==> config.mk <==
export PLATFORM = sky130hd
export DESIGN_NAME = uart_tx_fifo
export DESIGN_NICKNAME = d
export VERILOG_FILES = /design/src/rtl/uart_tx_fifo.sv
export SDC_FILE = /design/constraint.sdc
export NUM_CORES = 1
export LEC_CHECK = 0
export ABC_CLOCK_PERIOD_IN_PS = 4700
export CELL_PAD_IN_SITES_DETAIL_PLACEMENT = 1
export CELL_PAD_IN_SITES_GLOBAL_PLACEMENT = 1
export CORE_MARGIN = 2
export CORE_UTILIZATION = 40
export CTS_BUF_LIST = sky130_fd_sc_hd__clkbuf_16
export DETAILED_ROUTE_END_ITERATION = 16
export GPL_TIMING_DRIVEN = 0
export PLACE_DENSITY = 0.63
export SYNTH_ARGS = -nofsm -noshare
export SYNTH_HDL_FRONTEND = slang
export SYNTH_SLANG_ARGS = --single-unit
==> constraint.sdc <==
create_clock -name clk -period 4.7 [get_ports clk]
set_clock_uncertainty 0.2 [all_clocks]
set_input_delay 0.47 -clock clk [delete_from_list [all_inputs] [get_ports clk]]
set_output_delay 0.47 -clock clk [all_outputs]
set_load 0.02 [all_outputs]
==> src/rtl/uart_tx_fifo.sv <==
// 8N1 UART transmitter fed by a small byte FIFO through a valid/ready handshake.
// Baud timing is derived internally from clk; the serial line idles high.
module uart_tx_fifo #(
    parameter int BAUD_DIV   = 10417,
    parameter int STOP_BITS  = 1,
    parameter int FIFO_DEPTH = 4
) (
    input  logic                          clk,
    input  logic                          rst_n,
    input  logic [7:0]                    tx_data,
    input  logic                          tx_valid,
    output logic                          tx_ready,
    output logic                          data_t,
    output logic                          busy,
    output logic [$clog2(FIFO_DEPTH):0]   fifo_count
);

    localparam int AW = $clog2(FIFO_DEPTH);
    localparam int CW = AW + 1;
    localparam int BW = $clog2(BAUD_DIV);
    localparam logic [BW-1:0] BAUD_LAST = BW'(BAUD_DIV - 1);
    localparam logic [CW-1:0] DEPTH_CNT = CW'(FIFO_DEPTH);
    localparam logic          STOP_LAST = 1'(STOP_BITS - 1);

    typedef enum logic [1:0] {S_IDLE, S_START, S_DATA, S_STOP} state_t;

    state_t          r_state;
    logic            r_data_t;
    logic [BW-1:0]   r_baud_cnt;
    logic [2:0]      r_bit_cnt;
    logic            r_stop_cnt;
    logic [7:0]      r_shift;

    logic [7:0]      r_mem [FIFO_DEPTH];
    logic [AW-1:0]   r_wr_ptr;
    logic [AW-1:0]   r_rd_ptr;
    logic [CW-1:0]   r_count;
    logic            r_tx_ready;
    logic            r_not_empty;

    state_t          w_state_next;
    logic            w_data_t_next;
    logic [BW-1:0]   w_baud_next;
    logic [2:0]      w_bit_next;
    logic            w_stop_next;
    logic [7:0]      w_shift_next;
    logic            w_pop;
    logic            w_push;
    logic            w_baud_last;
    logic [CW-1:0]   w_count_next;

    assign w_push      = tx_valid && r_tx_ready;
    assign w_baud_last = (r_baud_cnt == BAUD_LAST);

    always_comb begin
        w_count_next = r_count;
        case ({w_push, w_pop})
            2'b10:   w_count_next = r_count + 1'b1;
            2'b01:   w_count_next = r_count - 1'b1;
            default: w_count_next = r_count;
        endcase
    end

    // The FSM looks at a one-cycle-late copy of "non-empty" so a freshly
    // pushed byte is never popped on the edge right after it was written.
    always_comb begin
        w_state_next  = r_state;
        w_data_t_next = r_data_t;
        w_baud_next   = r_baud_cnt;
        w_bit_next    = r_bit_cnt;
        w_stop_next   = r_stop_cnt;
        w_shift_next  = r_shift;
        w_pop         = 1'b0;
        case (r_state)
            S_IDLE: begin
                w_data_t_next = 1'b1;
                if (r_not_empty) begin
                    w_pop         = 1'b1;
                    w_shift_next  = r_mem[r_rd_ptr];
                    w_data_t_next = 1'b0;
                    w_baud_next   = '0;
                    w_state_next  = S_START;
                end
            end
            S_START: begin
                if (w_baud_last) begin
                    w_data_t_next = r_shift[0];
                    w_bit_next    = '0;
                    w_baud_next   = '0;
                    w_state_next  = S_DATA;
                end else begin
                    w_baud_next = r_baud_cnt + 1'b1;
                end
            end
            S_DATA: begin
                if (w_baud_last) begin
                    w_baud_next = '0;
                    if (r_bit_cnt == 3'd7) begin
                        w_data_t_next = 1'b1;
                        w_stop_next   = 1'b0;
                        w_state_next  = S_STOP;
                    end else begin
                        w_shift_next  = {1'b0, r_shift[7:1]};
                        w_data_t_next = r_shift[1];
                        w_bit_next    = r_bit_cnt + 1'b1;
                    end
                end else begin
                    w_baud_next = r_baud_cnt + 1'b1;
                end
            end
            S_STOP: begin
                if (w_baud_last) begin
                    w_baud_next = '0;
                    if (r_stop_cnt == STOP_LAST) begin
                        // Chain straight into the next start bit when more data waits.
                        if (r_not_empty) begin
                            w_pop         = 1'b1;
                            w_shift_next  = r_mem[r_rd_ptr];
                            w_data_t_next = 1'b0;
                            w_state_next  = S_START;
                        end else begin
                            w_state_next  = S_IDLE;
                        end
                    end else begin
                        w_stop_next = r_stop_cnt + 1'b1;
                    end
                end else begin
                    w_baud_next = r_baud_cnt + 1'b1;
                end
            end
            default: w_state_next = S_IDLE;
        endcase
    end

    always_ff @(posedge clk) begin
        if (w_push) begin
            r_mem[r_wr_ptr] <= tx_data;
        end
    end

    always_ff @(posedge clk or negedge rst_n) begin
        if (!rst_n) begin
            r_state     <= S_IDLE;
            r_data_t    <= 1'b1;
            r_baud_cnt  <= '0;
            r_bit_cnt   <= '0;
            r_stop_cnt  <= 1'b0;
            r_shift     <= '0;
            r_wr_ptr    <= '0;
            r_rd_ptr    <= '0;
            r_count     <= '0;
            r_tx_ready  <= 1'b0;
            r_not_empty <= 1'b0;
        end else begin
            r_state     <= w_state_next;
            r_data_t    <= w_data_t_next;
            r_baud_cnt  <= w_baud_next;
            r_bit_cnt   <= w_bit_next;
            r_stop_cnt  <= w_stop_next;
            r_shift     <= w_shift_next;
            if (w_push) r_wr_ptr <= r_wr_ptr + 1'b1;
            if (w_pop)  r_rd_ptr <= r_rd_ptr + 1'b1;
            r_count     <= w_count_next;
            r_tx_ready  <= (w_count_next != DEPTH_CNT);
            r_not_empty <= (r_count != '0);
        end
    end

    assign tx_ready   = r_tx_ready;
    assign data_t     = r_data_t;
    assign fifo_count = r_count;
    assign busy       = (r_state != S_IDLE) || (r_count != '0);

endmodule

==> results of run 1 <==
-- synthesized netlist by cell type (2+ instances only) --
master     n
a211oi_1   2
a21oi_1    3
a22o_1     2
and2b_2    3
and3_1     7
dfrtp_1   36
edfxtp_1  32
ha_1      14
inv_1     12
mux2_2    10
mux2_4     8
mux4_1     6
mux4_2     2
nand2_1   19
nand3_1    4
nand4_1    3
nor2_1    17
nor2b_1    2
nor3_1     4
o21ai_0   11
xnor2_1    6
xor2_1    11
-- power groups by stage --
| stage | Combinational [mW] | Sequential (mW) | Clock [mW] |
|---|---|---|---|
| after floorplan | 0.734 | 0.907 | 0 |
| after global placement | 0.953 | 0.911 | 0 |
| after detailed placement | 0.970 | 0.916 | 0 |
| after CTS | 0.973 | 0.908 | 0.664 |
| after global routing | 1.07 | 0.924 | 0.690 |
| final | 0.953 | 0.904 | 0.649 |
-- path summary, 6_finish.rpt --
kind | end | start | slack, ps
max | tx_ready | r_baud_cnt[10] | 1280
min | r_shift[7] | r_shift[7] | 310
max reg2reg | tx_ready | r_baud_cnt[10] | 1280
min reg2reg | r_shift[7] | r_shift[7] | 310
max in group asynchronous | data_t | rst_n | 3470
min in group asynchronous | r_shift[6] | rst_n | 330
-- final cells by class --
type / count / area [um^2] / area share (%)
Inverter: 12 / 45.0 / 1.15
Buffer: 5 / 36.3 / 0.930
Clock inverter: 7 / 63.8 / 1.64
Timing Repair Buffer: 18 / 185 / 4.75
Multi-Input combinational cell: 149 / 1330 / 34.0
Sequential cell: 69 / 1890 / 48.4
Clock buffer: 9 / 225 / 5.77
Tap cell: 105 / 131 / 3.37
-- kinds of logic after synthesis --
logic type / synth area share (%)
buffers and inverters: 2.47
multiplexers: 13.2
flip-flops: 57.3
AO/OA/AOI/OAI: 4.21
adder cells (fa/ha/maj): 5.92
AND/OR/NAND/NOR: 12.4
XOR/XNOR: 4.52
-- registers in the layout (all words and copies together), names as in the netlist --
register	count
r_baud_cnt	14
r_bit_cnt	3
data_t	1
tx_ready	1
r_not_empty	1
r_wr_ptr	2
r_shift	8
fifo_count	3
r_rd_ptr	2
r_mem	32
r_state	2
-- critical path: cells and delay by family, from the launching register on --
kind | cells | cell delay (ps)
compound gates | 1 | 190
simple gates | 5 | 1500
xor+xnor | 2 | 350
flops | 1 | 410
fa+ha+maj | 2 | 600
buf+inv | 1 | 60
-- per-layer routing --
layer | GRT usage, % | up-vias
met4 | 4.71 | 0
met1 | 21.1 | 927
li1 | - | 913
met2 | 21.3 | 27
met3 | 4.63 | 8
met5 | 0 | -
-- repair_timing --
item | CTS | global route
hold buffers | 1 | 0
hold endpoints to repair | 8 | 0
resized for setup | 0 | 0
-- metrics by stage --
stage / util, % / setup slack (ps) / cells / hold WS, ps
final: 48.2 / 1280 / 374 / 310
after global routing: 48.2 / 1030 / 374 / 320
after CTS: 48.2 / 1210 / 374 / 309
after detailed placement: 44.5 / 1220 / 357 / 154
after global placement: 44.3 / 1270 / 356 / 291
after floorplan: - / 1660 / 235 / -25.6
==> out/metrics.yaml, run 1 <==
fp.coreArea_mm2: 0.00809
synth_area_mm2: 0.00330
internal-power_mw: 1.67
drcViolationCount: 0
cp_slowest_stage_delay_ps: 550
max_slew.worst_pin.slew_ps: 785
setup_violations: 0
fmax_mhz: 292
seq_area_frac_synth_pct: 57.3
vias_per_cell: 5.01
required_ps: 4720
tns_ps: 0
path_max_fanout: 9
power_mw: 2.51
vias: 1875
min_delay_path_depth: 1
p_leak_nw: 1.59
mostFrequentLayoutCells: "dfrtp_1, edfxtp_1, nand2_1, nor2_1, clkdlybuf4s50_1"
outcome: "complete, no violations"
nets: 290
met3_length_um: 204
first_pass_iters: 4
pwr-share-clk_pct: 25.9
rsz0062_at_grt: "false"
synthTopCellsByArea: "edfxtp_1, dfrtp_1, ha_1"
clock_latency_ps: 330
synth_enable_flop_cells: 32
p_sw_uw: 833
comb_power_share_pct: 38.0
finalWirelength_mm: 5.76
syn-num-nets: 261
min_period_over_period_pct: 72.8
syn_area_per_cell_um2: 14.0
maxCapViolations: 0
numCtsBuffers: 9
ys_ff_latch: 69
critical_path.cell_chain: "or4_4 > nor4_4 > a21oi_1 > nor3b_2 > ha_1 > inv_1 > fa_1 > xor2_1 > nor2_1 > xor2_1 > nand2_1"
clk_pin_slew_worst_paths_ps: 70
ios: 17
ant_nets: 0
cts_tree: "built"
slew_headroom_pct: 46.9
layout_commonest_cell: "dfrtp_1"
syn_inst: 235
startpoint_type: "flop"
grt_usage_pct: 14.7
antennaDiodeCount: 0
final_hold_viol_count: 0
die_x_um: 94.8
drv_slew: 0
async_flop_share_pct: 53.6
holdCritPathClass: "flop to flop"
top_layer_used: "met4"
fillers: 855
htreeDepth: 3
cts.sinks: 69
cp_slowest_cell: "or4_4"
postCtsSetupBuffers: 0
grt-ovfl-total: 0
wl_per_cell_um: 15.4
yosysTopAreaCell: "edfxtp_1"
arrival_ps: 3440
peakVddDrop_mv: 0.283
crit_path_frequent_cell: "xor2_1"
synth_flop_cell: "dfrtp_1"
first_iter_violations: 60
antenna_found_initial: 0
grt_start_max_net_pins: 30
dpl_cell_area_mm2: 0.00360
wl_met1_mm: 2.92
p_per_area_mw_per_mm2: 642
rows: 33
die_h_um: 94.8
critical_path_class: "flop to flop"
start_util_pct: 40.7
swShare_pct: 33.2
hpwl_mm: 4.02
ys.warnings.count: 0
pwr-share-seq_pct: 36.1
grt_pass1_wl_mm: 9.87
grt_pass1_vias: 1940
die_area_mm2: 0.00898
endpoint_kind: "flop"
fin_area_mm2: 0.00390
synth_top_area_share_pct: 29.2
io_buffers: 16
clockRootBuffer: "clkbuf_16"
area_growth_pct: 18.4
clock_path_buffers: 2
reg2reg_depth: 11
yosysUniqueCellTypes: 43
gp_congestion: 0.643
wl_met2_mm: 2.56
final.min_clock_period_ps: 3420
drive_gt1_share_pct: 19.3
No activity file was read; power rests on OpenSTA's default activity.
==> run 2, diff against run 1 <==
--- a/config.mk
+++ b/config.mk
@@ -5,7 +5,7 @@
 export SDC_FILE = /design/constraint.sdc
 export NUM_CORES = 1
 export LEC_CHECK = 0
-export ABC_CLOCK_PERIOD_IN_PS = 4700
+export ABC_CLOCK_PERIOD_IN_PS = 3000
 export CELL_PAD_IN_SITES_DETAIL_PLACEMENT = 1
 export CELL_PAD_IN_SITES_GLOBAL_PLACEMENT = 1
 export CORE_MARGIN = 2
@@ -13,7 +13,7 @@
 export CTS_BUF_LIST = sky130_fd_sc_hd__clkbuf_16
 export DETAILED_ROUTE_END_ITERATION = 16
 export GPL_TIMING_DRIVEN = 0
-export PLACE_DENSITY = 0.63
+export PLACE_DENSITY = 0.65
 export SYNTH_ARGS = -nofsm -noshare
 export SYNTH_HDL_FRONTEND = slang
 export SYNTH_SLANG_ARGS = --single-unit
==> constraint.sdc (replaced) <==
create_clock -name clk -period 3 [get_ports clk]
set_clock_uncertainty 0.2 [all_clocks]
set_input_delay 0.3 -clock clk [delete_from_list [all_inputs] [get_ports clk]]
set_output_delay 0.3 -clock clk [all_outputs]
set_load 0.02 [all_outputs]
==> run 2 against run 1 <==
Against the previous run:
- cell count grew 1.9%
- largest power group unchanged
- clock power grew 66%
- sequential power grew 56%
- maximum frequency grew 17%
- largest cell class unchanged
- critical path depth is the same
- setup slack lost 1200 ps
- critical endpoint unchanged
==> out/metrics.yaml, run 2 (synthesized netlist as in run 1, its figures left out) <==
pwr-share-clk_pct: 26.5  # was 25.9%
wl_per_cell_um: 16.3  # was 15.4 um
dp.cells: 357  # unchanged
rsz0062_at_grt: "true"  # was false
p_sw_mw: 1.33  # was 833 uW
first_iter_violations: 54  # was 60
cp_slowest_stage_delay_ps: 530  # was 550 ps
vias: 1907  # was 1875
start_util_pct: 40.7  # unchanged
drv_slew: 0  # unchanged
holdCritPathClass: "primary input to asynchronous set/reset pin"  # was flop to flop
critical_path.cell_chain: "or4_4 > nor4_4 > a21oi_2 > nor3b_2 > ha_2 > inv_2 > fa_2 > xor2_1 > nor2_1 > xor2_1 > nand2_1"  # was or4_4 > nor4_4 > a21oi_1 > nor3b_2 > ha_1 > inv_1 > fa_1 > xor2_1 > nor2_1 > xor2_1 > nand2_1
grt_start_max_net_pins: 26  # was 30
fp.coreArea_mm2: 0.00809  # unchanged
fillers: 830  # was 855
grt-ovfl-total: 0  # unchanged
die_x_um: 94.8  # unchanged
comb_power_share_pct: 38.8  # was 38.0%
regMostFlops: "r_mem"  # unchanged
p_leak_nw: 1.63  # was 1.59 nW
ant_nets: 0  # unchanged
min_period_over_period_pct: 97.9  # was 72.8%
fin_area_mm2: 0.00398  # was 0.00390 mm^2
area_growth_pct: 20.7  # was 18.4%
crit_family: "simple AND/OR/NAND/NOR gates"  # unchanged
fin_cells: 381  # was 374
numCtsBuffers: 9  # unchanged
outcome: "complete, no violations"  # unchanged
first_pass_iters: 4  # unchanged
rows: 33  # unchanged
clk_pin_slew_worst_paths_ps: 60  # was 70 ps
io_buffers: 16  # unchanged
grt_usage_pct: 15.6  # was 14.7%
clockRootBuffer: "clkbuf_16"  # unchanged
drcViolationCount: 0  # unchanged
grt_pass1_wl_mm: 10.3  # was 9.87 mm
dp_worst_setup_slack_ps: -276  # was 1220 ps
nets: 297  # was 290
peakVddDrop_mv: 0.538  # was 0.283 mV
ios: 17  # unchanged
startpoint_type: "flop"  # unchanged
grt_pass1_vias: 2029  # was 1940
dpl_cell_area_mm2: 0.00360  # unchanged
die_h_um: 94.8  # unchanged
fmax_mhz: 341  # was 292 MHz
arrival_ps: 2950  # was 3440 ps
die_area_mm2: 0.00898  # unchanged
cp_slowest_cell: "or4_4"  # unchanged
internal-power_mw: 2.75  # was 1.67 mW
cts.sinks: 69  # unchanged
final_hold_viol_count: 0  # unchanged
slew_headroom_pct: 36.8  # was 46.9%
vias_per_cell: 5.01  # about the same
layout_commonest_cell: "dfrtp_1"  # unchanged
required_ps: 3010  # was 4720 ps
antennaDiodeCount: 0  # unchanged
cts_tree: "built"  # unchanged
p_per_area_mw_per_mm2: 1030  # was 642 mW/mm^2
top_regs: "r_mem x32, r_baud_cnt x14, r_shift x8"  # unchanged
final_core_util_pct: 49.2  # was 48.2%
clock_path_buffers: 2  # unchanged
hpwl_mm: 4.14  # was 4.02 mm
swShare_pct: 32.5  # was 33.2%
crit_path_frequent_cell: "xor2_1"  # unchanged
drive_gt1_share_pct: 22.8  # was 19.3%
path_buf_inv: 1  # unchanged
clock_latency_ps: 330  # about the same
maxCapViolations: 0  # unchanged
setup_violations: 0  # unchanged
critical_path_class: "flop to flop"  # unchanged
setup_slack_ps: 64.3  # was 1280 ps
largest_register_ffs: 32  # unchanged
pwr-share-seq_pct: 34.7  # was 36.1%
gp_congestion: 0.722  # was 0.643
final.min_clock_period_ps: 2940  # was 3420 ps
mostFrequentLayoutCells: "dfrtp_1, edfxtp_1, nand2_1, nor2_1, clkdlybuf4s50_1"  # unchanged
htreeDepth: 3  # unchanged
antenna_found_initial: 0  # unchanged
max_slew.worst_pin.slew_ps: 934  # was 785 ps
path_max_fanout: 4  # was 9
finalWirelength_mm: 6.21  # was 5.76 mm
endpoint_kind: "flop"  # unchanged
-- run 2: cell type report --
type / count / area [um^2] / share of cell area [%]
buffer: 5 / 36.3 / 0.912
clock buffer: 9 / 225 / 5.66
clock inverter: 7 / 80.1 / 2.01
inverter: 12 / 45.0 / 1.13
multi-input combinational: 149 / 1340 / 33.6
sequential: 69 / 1890 / 47.5
tap: 105 / 131 / 3.30
timing repair buffer: 25 / 238 / 5.97
-- run 2: final timing paths --
kind / startpoint / to / slack (ps) / depth (start not counted)
max: r_baud_cnt[6] / tx_ready / 60 / 11
min: rst_n / r_baud_cnt[11] / 200 / 2
max reg2reg: r_baud_cnt[6] / tx_ready / 60 / 11
min reg2reg: r_shift[3] / r_shift[3] / 310 / 1
max in group asynchronous: rst_n / tx_ready / 1950 / 3
min in group clk: r_shift[3] / r_shift[3] / 310 / 1
-- run 2: repair_timing --
action                                  CTS  global route
endpoints found under the hold margin    12             0
resized for setup                         4             0
setup buffers                             5             2
pin swaps                                 7             5
endpoints found under the setup margin    3             3
hold buffers                              1             0
-- run 2: through the flow --
| stage | hold slack (ps) | total power [mW] | TNS [ps] |
|---|---|---|---|
| 2_1_floorplan | -196 | 2.57 | 0 |
| 3_3_place_gp | 295 | 2.92 | -471 |
| 3_5_place_dp | 35.1 | 2.95 | -486 |
| 4_1_cts | 209 | 4.13 | -94.5 |
| 5_1_grt | 244 | 4.35 | -174 |
| 6_report | 204 | 4.08 | 0 |
-- run 2: per-layer routing --
metal  GRT usage, %  routed length, um  up-vias
li1               -                  -      923
met1           19.1               2810      953
met2           25.4               3130       23
met3           4.71                170        8
met4           7.00                 98        0
met5              0                  0        -
-- run 2: worst register-to-register path: stages (launching register included) --
cell	delay, ps
dfrtp_1	410
or4_4	530
nor4_4	220
a21oi_2	130
nor3b_2	220
ha_2	230
inv_2	40
fa_2	320
xor2_1	150
nor2_1	110
xor2_1	180
nand2_1	70
-- run 2: power by group through the flow --
stage	combinational, mW	sequential, mW	clock [mW]
after floorplan	1.15	1.42	0
after global placement	1.50	1.42	0
after detailed placement	1.52	1.43	0
after CTS	1.59	1.42	1.12
after global routing	1.75	1.45	1.15
final	1.59	1.41	1.08
==> run 3, diff against run 2 <==
--- a/config.mk
+++ b/config.mk
@@ -8,7 +8,7 @@
 export ABC_CLOCK_PERIOD_IN_PS = 3000
 export CELL_PAD_IN_SITES_DETAIL_PLACEMENT = 1
 export CELL_PAD_IN_SITES_GLOBAL_PLACEMENT = 1
-export CORE_MARGIN = 2
+export CORE_MARGIN = 10
 export CORE_UTILIZATION = 40
 export CTS_BUF_LIST = sky130_fd_sc_hd__clkbuf_16
 export DETAILED_ROUTE_END_ITERATION = 16
==> run 3 against run 2 <==
Against the previous run:
- setup slack better by 71 ps
- die area is 37% higher
- critical path depth stayed put
- first-iteration DRC count is 15% higher
- global-route usage is 4.9 points lower
- utilization is 0.073 points higher
- critical path type unchanged
==> out/metrics.yaml, run 3 (synthesized netlist as in run 1, its figures left out) <==
largest_register_ffs: 32  # unchanged
drive_gt1_share_pct: 23.2  # was 22.8%
final_hold_viol_count: 0  # unchanged
die_area_mm2: 0.0123  # was 0.00898 mm^2
crit_path_frequent_cell: "xor2_1"  # unchanged
p_sw_mw: 1.31  # was 1.33 mW
die_x_um: 111  # was 94.8 um
p_leak_nw: 1.65  # was 1.63 nW
antenna_found_initial: 0  # unchanged
cp_slowest_stage_delay_ps: 530  # about the same
finalWirelength_mm: 6.06  # was 6.21 mm
first_pass_iters: 4  # unchanged
fmax_mhz: 349  # was 341 MHz
grt_start_max_net_pins: 30  # was 26
path_max_fanout: 2  # was 4
clk_pin_slew_worst_paths_ps: 60  # about the same
regMostFlops: "r_mem"  # unchanged
path_buf_inv: 1  # unchanged
pwr-share-clk_pct: 28.3  # was 26.5%
critical_path_class: "flop to flop"  # unchanged
numCtsBuffers: 9  # unchanged
critical_path.cell_chain: "or4_4 > nor4_4 > a21oi_2 > nor3b_2 > ha_2 > inv_2 > fa_2 > xor2_1 > nor2_1 > xor2_1 > nand2_1"  # unchanged
layout_commonest_cell: "dfrtp_1"  # unchanged
fp.coreArea_mm2: 0.00813  # was 0.00809 mm^2
comb_power_share_pct: 37.5  # was 38.8%
drcViolationCount: 0  # unchanged
cp_slowest_cell: "or4_4"  # unchanged
clockRootBuffer: "clkbuf_16"  # unchanged
whs_ps: 174  # was 204 ps
pwr-share-seq_pct: 34.2  # was 34.7%
clock_latency_ps: 330  # about the same
antennaDiodeCount: 0  # unchanged
grt_usage_pct: 10.7  # was 15.6%
mostFrequentLayoutCells: "dfrtp_1, edfxtp_1, nand2_1, nor2_1, clkdlybuf4s50_1"  # unchanged
startpoint_type: "flop"  # unchanged
gp_congestion: 0.697  # was 0.722
final_core_util_pct: 49.2  # about the same
fin_cells: 381  # unchanged
endpoint_kind: "flop"  # unchanged
clock_path_buffers: 2  # unchanged
outcome: "complete, no violations"  # unchanged
drv_slew: 0  # unchanged
grt-ovfl-total: 0  # unchanged
peakVddDrop_mv: 0.552  # was 0.538 mV
ios: 17  # unchanged
slew_headroom_pct: 45.5  # was 36.8%
nets: 297  # unchanged
cts_tree: "built"  # unchanged
vias: 1893  # was 1907
arrival_ps: 2870  # was 2950 ps
vias_per_cell: 4.97  # was 5.01
dp.cells: 357  # unchanged
rows: 33  # unchanged
tns_ps: 0  # unchanged
grt_pass1_vias: 2092  # was 2029
max_slew.worst_pin.slew_ps: 807  # was 934 ps
holdCritPathClass: "primary input to asynchronous set/reset pin"  # unchanged
cts.sinks: 69  # unchanged
area_growth_pct: 21.5  # was 20.7%
setup_violations: 0  # unchanged
hpwl_mm: 4.12  # was 4.14 mm
internal-power_mw: 2.82  # was 2.75 mW
maxCapViolations: 0  # unchanged
p_per_area_mw_per_mm2: 1030  # about the same
rsz0062_at_grt: "true"  # unchanged
crit_family: "simple AND/OR/NAND/NOR gates"  # unchanged
required_ps: 3010  # about the same
ant_nets: 0  # unchanged
swShare_pct: 31.8  # was 32.5%
wl_per_cell_um: 15.9  # was 16.3 um
grt_pass1_wl_mm: 10.8  # was 10.3 mm
min_period_over_period_pct: 95.5  # was 97.9%
io_buffers: 16  # unchanged
htreeDepth: 3  # unchanged
top_regs: "r_mem x32, r_baud_cnt x14, r_shift x8"  # unchanged
die_h_um: 111  # was 94.8 um
start_util_pct: 40.5  # was 40.7%
final.min_clock_period_ps: 2860  # was 2940 ps
first_iter_violations: 62  # was 54
## run 3: final timing paths
kind / slack [ps] / endpoint / cells after the start / startpoint
min in group clk: 300 / r_bit_cnt[0] / 1 / r_bit_cnt[0]
setup reg to reg: 140 / tx_ready / 11 / r_baud_cnt[10]
setup / recovery: 140 / tx_ready / 11 / r_baud_cnt[10]
max in group asynchronous: 1920 / data_t / 3 / rst_n
hold reg to reg: 300 / r_bit_cnt[0] / 1 / r_bit_cnt[0]
hold / removal: 170 / r_shift[5] / 2 / rst_n
## run 3: repair_timing
item / in CTS / in global routing
hold endpoints to repair: 36 / 0
gates resized for setup: 4 / 1
hold buffers: 1 / 0
gates cloned: 0 / 0
pin swaps: 7 / 4
buffers inserted: 6 / 1
setup endpoints to repair: 3 / 3
## run 3: area by class of cell
class                   count  area [um^2]
fillers                   807         4130
flip-flops and latches     69         1890
multi-input cells         149         1340
repair buffers             25          238
clock buffers               9          225
well taps                 105          131
clock inverters             7          105
inverters                  12         45.0
plain buffers               5         36.3
## run 3: routing by layer
layer | routed length (um) | up-vias | track usage [%] | share of wire (%)
li1 | - | 925 | - | -
met1 | 3110 | 936 | 14.6 | 51
met2 | 2660 | 24 | 15.3 | 44
met3 | 192 | 8 | 2.98 | 3.2
met4 | 95 | 0 | 5.21 | 1.6
met5 | 0 | - | 0 | 0
## run 3: stage by stage
step	power [mW]	setup slack, ps	cell area [um^2]
final	4.13	136	4010
after global routing	4.42	-39.2	4010
after CTS	4.18	-68.1	4000
after detailed placement	2.95	-315	3600
after global placement	2.92	-304	3590
after floorplan	2.57	37.1	3300
## run 3: power groups by stage
stage	clock network (mW)	logic [mW]	registers (mW)
final	1.17	1.55	1.41
after CTS	1.19	1.58	1.42
after detailed placement	0	1.52	1.43
after global placement	0	1.49	1.43
after floorplan	0	1.15	1.42
after global routing	1.24	1.73	1.46
